===== src/rtl/pipe_hazard_ctrl.sv =====
// pipe_hazard_ctrl: interlock and sequencing controller beside the OF/EX latches.
// Detects load-use hazards, flushes on taken branches and holds EX for the full
// occupancy of multi-cycle mul/div/mod operations.
// Optional build macro HAZARD_PERF_EN adds saturating stall/flush cycle counters.
module pipe_hazard_ctrl #(
    parameter int MUL_LAT = 3,
    parameter int DIV_LAT = 8,
    parameter int CNT_W   = 4
) (
    input  logic        clk,
    input  logic        rst_n,
    input  logic        of_valid,
    input  logic [3:0]  of_rs1,
    input  logic [3:0]  of_rs2,
    input  logic        of_uses_rs1,
    input  logic        of_uses_rs2,
    input  logic        ex_valid,
    input  logic [4:0]  ex_opcode,
    input  logic        ex_isld,
    input  logic [3:0]  ex_rd,
    input  logic        ex_branch_taken,
    output logic        stall_if,
    output logic        stall_of,
    output logic        bubble_ex,
    output logic        flush_if_of,
    output logic        ex_hold,
    output logic        mdu_busy,
`ifdef HAZARD_PERF_EN
    output logic [31:0] perf_stall_cnt,
    output logic [31:0] perf_flush_cnt,
`endif
    output logic        mdu_done
);

    localparam logic [4:0] OP_MUL = 5'b00010;
    localparam logic [4:0] OP_DIV = 5'b00011;
    localparam logic [4:0] OP_MOD = 5'b00100;

    // The first occupancy cycle is spent in IDLE, the last one at cnt==0,
    // so the counter is loaded with N-2.
    localparam logic [CNT_W-1:0] MUL_LOAD = CNT_W'(MUL_LAT - 2);
    localparam logic [CNT_W-1:0] DIV_LOAD = CNT_W'(DIV_LAT - 2);

    typedef enum logic {
        ST_IDLE = 1'b0,
        ST_BUSY = 1'b1
    } state_t;

    state_t           r_state;
    state_t           w_state_next;
    logic [CNT_W-1:0] r_cnt;
    logic [CNT_W-1:0] w_cnt_next;

    logic w_is_mul;
    logic w_is_div;
    logic w_md_start;
    logic w_lu;
    logic w_stall_if;
    logic w_stall_of;
    logic w_bubble_ex;
    logic w_flush;
    logic w_ex_hold;
    logic w_mdu_done;

    assign w_is_mul   = (ex_opcode == OP_MUL);
    assign w_is_div   = (ex_opcode == OP_DIV) || (ex_opcode == OP_MOD);
    assign w_md_start = (r_state == ST_IDLE) && ex_valid && (w_is_mul || w_is_div);
    assign w_lu       = ex_valid && ex_isld && of_valid &&
                        ((of_uses_rs1 && (of_rs1 == ex_rd)) ||
                         (of_uses_rs2 && (of_rs2 == ex_rd)));

    // State and occupancy counter register
    always_ff @(posedge clk) begin
        if (!rst_n) begin
            r_state <= ST_IDLE;
            r_cnt   <= '0;
        end else begin
            r_state <= w_state_next;
            r_cnt   <= w_cnt_next;
        end
    end

    // Next-state and hazard output decode; branch flush outranks load-use
    always_comb begin
        w_state_next = r_state;
        w_cnt_next   = r_cnt;
        w_stall_if   = 1'b0;
        w_stall_of   = 1'b0;
        w_bubble_ex  = 1'b0;
        w_flush      = 1'b0;
        w_ex_hold    = 1'b0;
        w_mdu_done   = 1'b0;
        case (r_state)
            ST_IDLE: begin
                if (w_md_start) begin
                    w_ex_hold    = 1'b1;
                    w_stall_if   = 1'b1;
                    w_stall_of   = 1'b1;
                    w_cnt_next   = w_is_mul ? MUL_LOAD : DIV_LOAD;
                    w_state_next = ST_BUSY;
                end else if (ex_valid && ex_branch_taken) begin
                    w_flush = 1'b1;
                end else if (w_lu) begin
                    w_stall_if  = 1'b1;
                    w_stall_of  = 1'b1;
                    w_bubble_ex = 1'b1;
                end
            end
            ST_BUSY: begin
                if (r_cnt != '0) begin
                    w_ex_hold  = 1'b1;
                    w_stall_if = 1'b1;
                    w_stall_of = 1'b1;
                    w_cnt_next = r_cnt - CNT_W'(1);
                end else begin
                    w_mdu_done   = 1'b1;
                    w_state_next = ST_IDLE;
                end
            end
            default: begin
                w_state_next = ST_IDLE;
                w_cnt_next   = '0;
            end
        endcase
        // Outputs are forced quiet for as long as reset is held
        if (!rst_n) begin
            w_stall_if  = 1'b0;
            w_stall_of  = 1'b0;
            w_bubble_ex = 1'b0;
            w_flush     = 1'b0;
            w_ex_hold   = 1'b0;
            w_mdu_done  = 1'b0;
        end
    end

    assign stall_if    = w_stall_if;
    assign stall_of    = w_stall_of;
    assign bubble_ex   = w_bubble_ex;
    assign flush_if_of = w_flush;
    assign ex_hold     = w_ex_hold;
    assign mdu_done    = w_mdu_done;
    assign mdu_busy    = rst_n && (r_state == ST_BUSY);

`ifdef HAZARD_PERF_EN
    logic [31:0] r_perf_stall_cnt;
    logic [31:0] r_perf_flush_cnt;

    // Saturating counts of stall and flush cycles
    always_ff @(posedge clk) begin
        if (!rst_n) begin
            r_perf_stall_cnt <= '0;
            r_perf_flush_cnt <= '0;
        end else begin
            if (w_stall_if && (r_perf_stall_cnt != 32'hFFFF_FFFF))
                r_perf_stall_cnt <= r_perf_stall_cnt + 32'd1;
            if (w_flush && (r_perf_flush_cnt != 32'hFFFF_FFFF))
                r_perf_flush_cnt <= r_perf_flush_cnt + 32'd1;
        end
    end

    assign perf_stall_cnt = r_perf_stall_cnt;
    assign perf_flush_cnt = r_perf_flush_cnt;
`endif

endmodule


===== config.mk =====
export PLATFORM = sky130hd
export DESIGN_NAME = pipe_hazard_ctrl
export DESIGN_NICKNAME = d
export VERILOG_FILES = /design/src/rtl/pipe_hazard_ctrl.sv
export SDC_FILE = /design/constraint.sdc
export NUM_CORES = 1
export LEC_CHECK = 0
export ABC_AREA = 0
export CORE_MARGIN = 5
export CORE_UTILIZATION = 33
export CTS_CLUSTER_DIAMETER = 30
export CTS_CLUSTER_SIZE = 24
export DETAILED_ROUTE_END_ITERATION = 8
export PLACE_DENSITY = 0.83
export SYNTH_ARGS = -nofsm -noshare
export SYNTH_HDL_FRONTEND = slang
export SYNTH_SLANG_ARGS = --single-unit

===== constraint.sdc =====
create_clock -name clk -period 2.5 [get_ports clk]
set_input_delay 0.75 -clock clk [delete_from_list [all_inputs] [get_ports clk]]
set_output_delay 0.75 -clock clk [all_outputs]
set_load 0.05 [all_outputs]

Yosys cells after proc, flatten, opt, wreduce, memory -nomap -nowiden
Cells that the tools add are included.
- register bits after elaboration: 5
- input bits: 25
- output and inout port bits: 7
- logic and storage cells: 48
- add/sub/neg operators: 1
- eq/ne operators: 7
- mux-type cells: 23
- bitwise operators: 1
- reduce and logical (&&, ||, !) cells: 14
- operators by type and width (cell ; count):
    $mux W1 ; 17
    $eq A5 B2 Y1 const B ; 2
    $logic_and A1 B1 Y1 ; 9
    $eq A4 B4 Y1 ; 2
    $mux W4 ; 2
    $pmux W4 S2 ; 1
    $eq A5 B3 Y1 const B ; 1
    $pmux W1 S2 ; 2
    $reduce_bool A4 Y1 ; 1
    $sub A4 B1 Y4 const B ; 1
    $logic_or A1 B1 Y1 ; 3
    $mux W3 ; 1
    $ne A2 B1 Y1 const B ; 1
    $ne A2 B2 Y1 const B ; 1
    $reduce_and A2 Y1 ; 1
    $not A1 Y1 ; 1

Logic depth before layout (Yosys ltp)
Gate-level depths: netlist (run 1).
- word-level depth: 9
- mapped depth: 7
- gate-level depth less buffers: 7

Worst setup path before layout (run 1)
No wires, ideal clock.
- path type: input-to-output
- from: input ex_rd[2]
- to: output stall_of
- data arrival time: 2570 ps
- required time: 1750 ps
- setup slack: -820 ps
- stages: 6
- buffers on the path: 1
- cells stage by stage: xor2_1 -> nor4_1 -> and3_1 -> a31oi_1 -> a31oi_1 -> buf_4
- word-level cells in the longest chain between the ends: 9
- elaborated cells on any way between the ends: 11
- those cells by class: eq/ne (2); mux (5); reduce/logical (4)
- RTL lines (item ; RTL line ; text):
    from (decl) ; 20 ; input logic [3:0] ex_rd,
    $eq A4 B4 Y1, on equally long branches ; 69, 70 ;
    $logic_and A1 B1 Y1, on equally long branches ; 69, 70 ;
    $logic_or A1 B1 Y1 * ; 69 ; ((of_uses_rs1 && (of_rs1 == ex_rd)) ||
    $logic_and A1 B1 Y1 * ; 68 ; assign w_lu = ex_valid && ex_isld && of_valid &&
    $mux W1 * (3 in a row) ; - ;
    $pmux W1 S2 * ; - ;
    $mux W1 * ; - ;
    to (decl) ; 23 ; output logic stall_of,
Every way passes the cells marked *; elsewhere a longest branch is shown, timed or not.

Worst setup path in the final report (run 1)
- from: input of_rs1[0]
- to: output stall_if
- word-level cells in the longest chain between the ends: 9
- RTL lines (item ; RTL line ; text):
    from (decl) ; 13 ; input logic [3:0] of_rs1,
    $eq A4 B4 Y1 ; 69 ;
    $logic_and A1 B1 Y1 ; 69 ;
    $logic_or A1 B1 Y1 ; 69 ;
    $logic_and A1 B1 Y1 ; 68 ;
    $mux W1 ; 103 ; end else if (w_lu) begin
    $mux W1 ; 101 ; end else if (ex_valid && ex_branch_taken) begin
    $mux W1 ; 95 ; if (w_md_start) begin
    $pmux W1 S2 ; 93 ; case (r_state)
    $mux W1 ; 126 ; if (!rst_n) begin
    to (decl) ; 22 ; output logic stall_if,
No other way between the ends.

==> reports/results.tsv, run 1 <==
stage	metric	value	unit
route	vias per inst	5.431	
route	routed via count	630	
clock_tree	CTS tree	done	
final_layout	Finished Cell Area	0.001028	mm2
clock_tree	cts hold-fix bufs	0	
timing	Worst Skew	0.006172	ns
die	die area	0.002185	mm2
run_status	status	finished, violations left	
die	width of the die	46.74	um
yosys	area of the mapped netlist	445.4	um2
worst_setup_path	worst r2r dst	r_cnt[2]	
place	post-DP HPWL	1.303	mm
yosys	register bit count reported by yosys	5	
yosys	Post-synth EDFFs	0	
place	Inst Count DP	108	
global_routing	first-pass GRT wire length	3.249	mm
clock_tree	Clock Sinks	5	
timing	measured slew at the worst slew-check pin	0.3674	ns
yosys	Area contributors post-synth	dfxtp_1 (22%), xor2_1 (16%), o21ai_0 (4.5%), nand2_1 (4.2%), inv_1 (3.4%)	
route	drt first pass iters	4	
yosys	Syn Inst Count	57	
route	DRC Markers	0	
timing	final hold viol count	0	
route	drt wl/cell	17.70	um
die	IO Pins	32	
worst_setup_path	RR Startpoint	r_cnt[0]	
worst_setup_path	crit path launch type	input pin	
final_layout	Final Non-Filler Cells	116	
final_layout	# diodes	0	
global_routing	vias in the first global route	700	
worst_setup_path	crit-path max FO	2	
hold_path	Worst Hold Path Cells	2	
timing	fin. max-slew vios	0	
power	Power Dens Cells	277.4	mW/mm2
yosys	Post-synth ARST share	0	
job	MaxCap Viol Count	0	
clock_tree	Reg clk slew, reported paths	0.04	ns
yosys	syn_nets	83	
yosys	Synth cell types	30	
timing	worst setup margin	-0.3055	ns
hold_path	Hold/Removal Path Class	flip-flop to flip-flop	
timing	final setup fails	5	
worst_setup_path	setup slack, reg-to-reg	0.69	ns
route	Final ANT Viol Nets	0	
place	Port Buffers	31	
worst_setup_path	worst path arrival time	2.06	ns
worst_setup_path	worst path required time	1.75	ns
yosys	Primary FF master, synth	dfxtp_1	
timing	Final Cycle Share	1.122	
yosys	yosys warns	0	
global_routing	gr usage total	0.2170	
final_layout	fin nets	128	
final_layout	synthesis-to-layout area growth	130.9	%
die	initial core utilization	0.3466	
clock_tree	maximum root-to-sink buffer count	2	
power	Worst VDD drop	0.0003618	V
yosys	Yosys top cell by area	dfxtp_1	
yosys	Post-Syn Area per Cell	7.815	um2
clock_tree	TritonCTS Buffers	3	
place	gp weighted congestion	0.7891	
hold_path	Hold Path Origin	r_cnt[1]	
yosys	top cell type's share of synthesized area	0.2247	
yosys	post-synthesis sequential area ratio	0.2247	
die	Die Span Y	46.74	um
global_routing	initial antenna violation count	0	
timing	minimum clock period	2.806	ns
die	area of the core	0.001285	mm2
final_layout	number of filler cells placed in the layout	78	
global_routing	gr ovfl total	0	
power	Final Power	0.0002854	W
timing	Worst slew margin	0.7530	
worst_setup_path	Worst Setup Path Type	input pin to output pin	
place	pre-CTS setup slack	-0.6875	ns
place	Cell Area, Placed	905.9	um2
timing	Fmax achieved	356.4	MHz
clock_tree	CTS root buffer	clkbuf_4	
run_status	violated checks	setup timing	
clock_tree	H-tree Lvls	1	
timing	RSZ-0062 raised after global routing	yes	
die	FP Rows	13	
route	Routed WL	2.053	mm
global_routing	largest net degree at the start of global routing	8	
timing	setup_tns	-1.026	ns
route	initial drt markers	11	
worst_setup_path	Worst R2R Path Depth	8	
hold_path	Worst Hold Endpoint	r_cnt[1]	
final_layout	layout cells sized above 1	0.5347	
power	leakage	0.4271	nW
worst_setup_path	Worst setup EP type	output pin	
clock_tree	later-pin clock latency in the skew report	0.25	ns
[cell usage in the layout, fill, tap and decap left out, types with 2 or more instances in the layout]
cell type and count:
xor2_1 7, o21ai_0 4, buf_6 10, dfxtp_1 5, a31oi_4 2, clkdlybuf4s50_1 2, nor4_2 2, inv_1 4
buf_4 5, dlygate4sd2_1 5, clkbuf_4 3, nor2_4 2, buf_12 6, clkdlybuf4s15_1 3, nor2_1 2, nand2_1 4
nand3_1 2, nand2_4 2, buf_2 9
[cells by family (layout without fill, tap and decap cells)]
family,count (synthesis),in the layout,synth area share
AND/OR/NAND/NOR,25,25,0.3343
buffers and inverters,6,50,0.05898
adder cells (fa/ha/maj),1,1,0.02809
XOR/XNOR,8,8,0.1573
flip-flops,5,5,0.2247
AO/OA/AOI/OAI,11,11,0.1741
multiplexers,1,1,0.02247
[routing by layer]
| metal | part of all wire | track usage | vias to the layer above |
|---|---|---|---|
| li1 | - | - | 289 |
| met5 | 0 | 0 | - |
| met3 | 0.079 | 0.07663 | 6 |
| met1 | 0.36 | 0.2322 | 299 |
| met4 | 0.027 | 0.07182 | 0 |
| met2 | 0.54 | 0.3956 | 36 |
[how the worst max path moves through the flow]
stage | from | end | cells past startpoint
2_1_floorplan | ex_rd[2] | stall_of | 6
3_3_place_gp | ex_rd[1] | stall_if | 7
3_5_place_dp | ex_rd[2] | stall_if | 7
4_1_cts | of_rs1[0] | stall_if | 7
5_1_grt | of_rs1[0] | stall_if | 7
6_report | of_rs1[0] | stall_if | 7
[critical path, cell delays in order]
cell     delay, ns
buf_6         0.09
xor2_2        0.16
nor4_2        0.32
and3_4        0.26
a31oi_4       0.05
a31oi_4       0.24
buf_12        0.17
[area by class of cell]
| class | instances | area [um2] | share of cell area |
|---|---|---|---|
| tap | 15 | 18.77 | 0.01825 |
| multi-input combinational | 46 | 440.4 | 0.4282 |
| timing repair buffer | 41 | 424.2 | 0.4124 |
| clock buffer | 4 | 26.28 | 0.02555 |
| sequential | 5 | 100.1 | 0.09732 |
| inverter | 5 | 18.77 | 0.01825 |
[what timing repair did]
action                     4_1_cts  5_1_grt
gates resized for setup         82        8
setup buffers                    3        1
pin swaps                       19        2
setup endpoints to repair        6        5
[through the flow]
step,util,hold slack (ns)
2_1_floorplan,-,0.4652
3_3_place_gp,0.7050,0.4856
3_5_place_dp,0.7050,0.4959
4_1_cts,0.7673,0.5025
5_1_grt,0.8004,0.5755
6_report,0.8004,0.5284
[flip-flops by register name, summed over array words and instances, names as in the netlist]
name	flops
r_state	1
r_cnt	4
[Yosys cell counts (2+ instances only)]
cell type / count
a31oi_1: 2
nand3_1: 2
nor2_1: 4
xor2_1: 8
nand2_1: 5
o21ai_0: 4
inv_1: 4
dfxtp_1: 5
nor4_1: 2
[power by group]
part / leakage, nW / internal [W] / switching [W] / total [W]
combinational: 0.372 / 0.0000566 / 0.0000493 / 0.000106
clock: 0.0150 / 0.0000605 / 0.0000357 / 0.0000962
sequential: 0.0404 / 0.0000814 / 0.00000189 / 0.0000833
total: 0.427 / 0.000198 / 0.0000869 / 0.000285
Note: power is estimated with default switching activity, not from simulation.
==> run 2, diff against run 1 <==
--- a/config.mk
+++ b/config.mk
@@ -8,9 +8,10 @@
 export ABC_AREA = 0
 export CORE_MARGIN = 5
 export CORE_UTILIZATION = 33
-export CTS_CLUSTER_DIAMETER = 30
+export CTS_CLUSTER_DIAMETER = 40
 export CTS_CLUSTER_SIZE = 24
 export DETAILED_ROUTE_END_ITERATION = 8
+export GPL_ROUTABILITY_DRIVEN = 0
 export PLACE_DENSITY = 0.83
 export SYNTH_ARGS = -nofsm -noshare
 export SYNTH_HDL_FRONTEND = slang
==> results of run 2 <==
The final DEF is identical to that of run 1; final timing and power are the same.
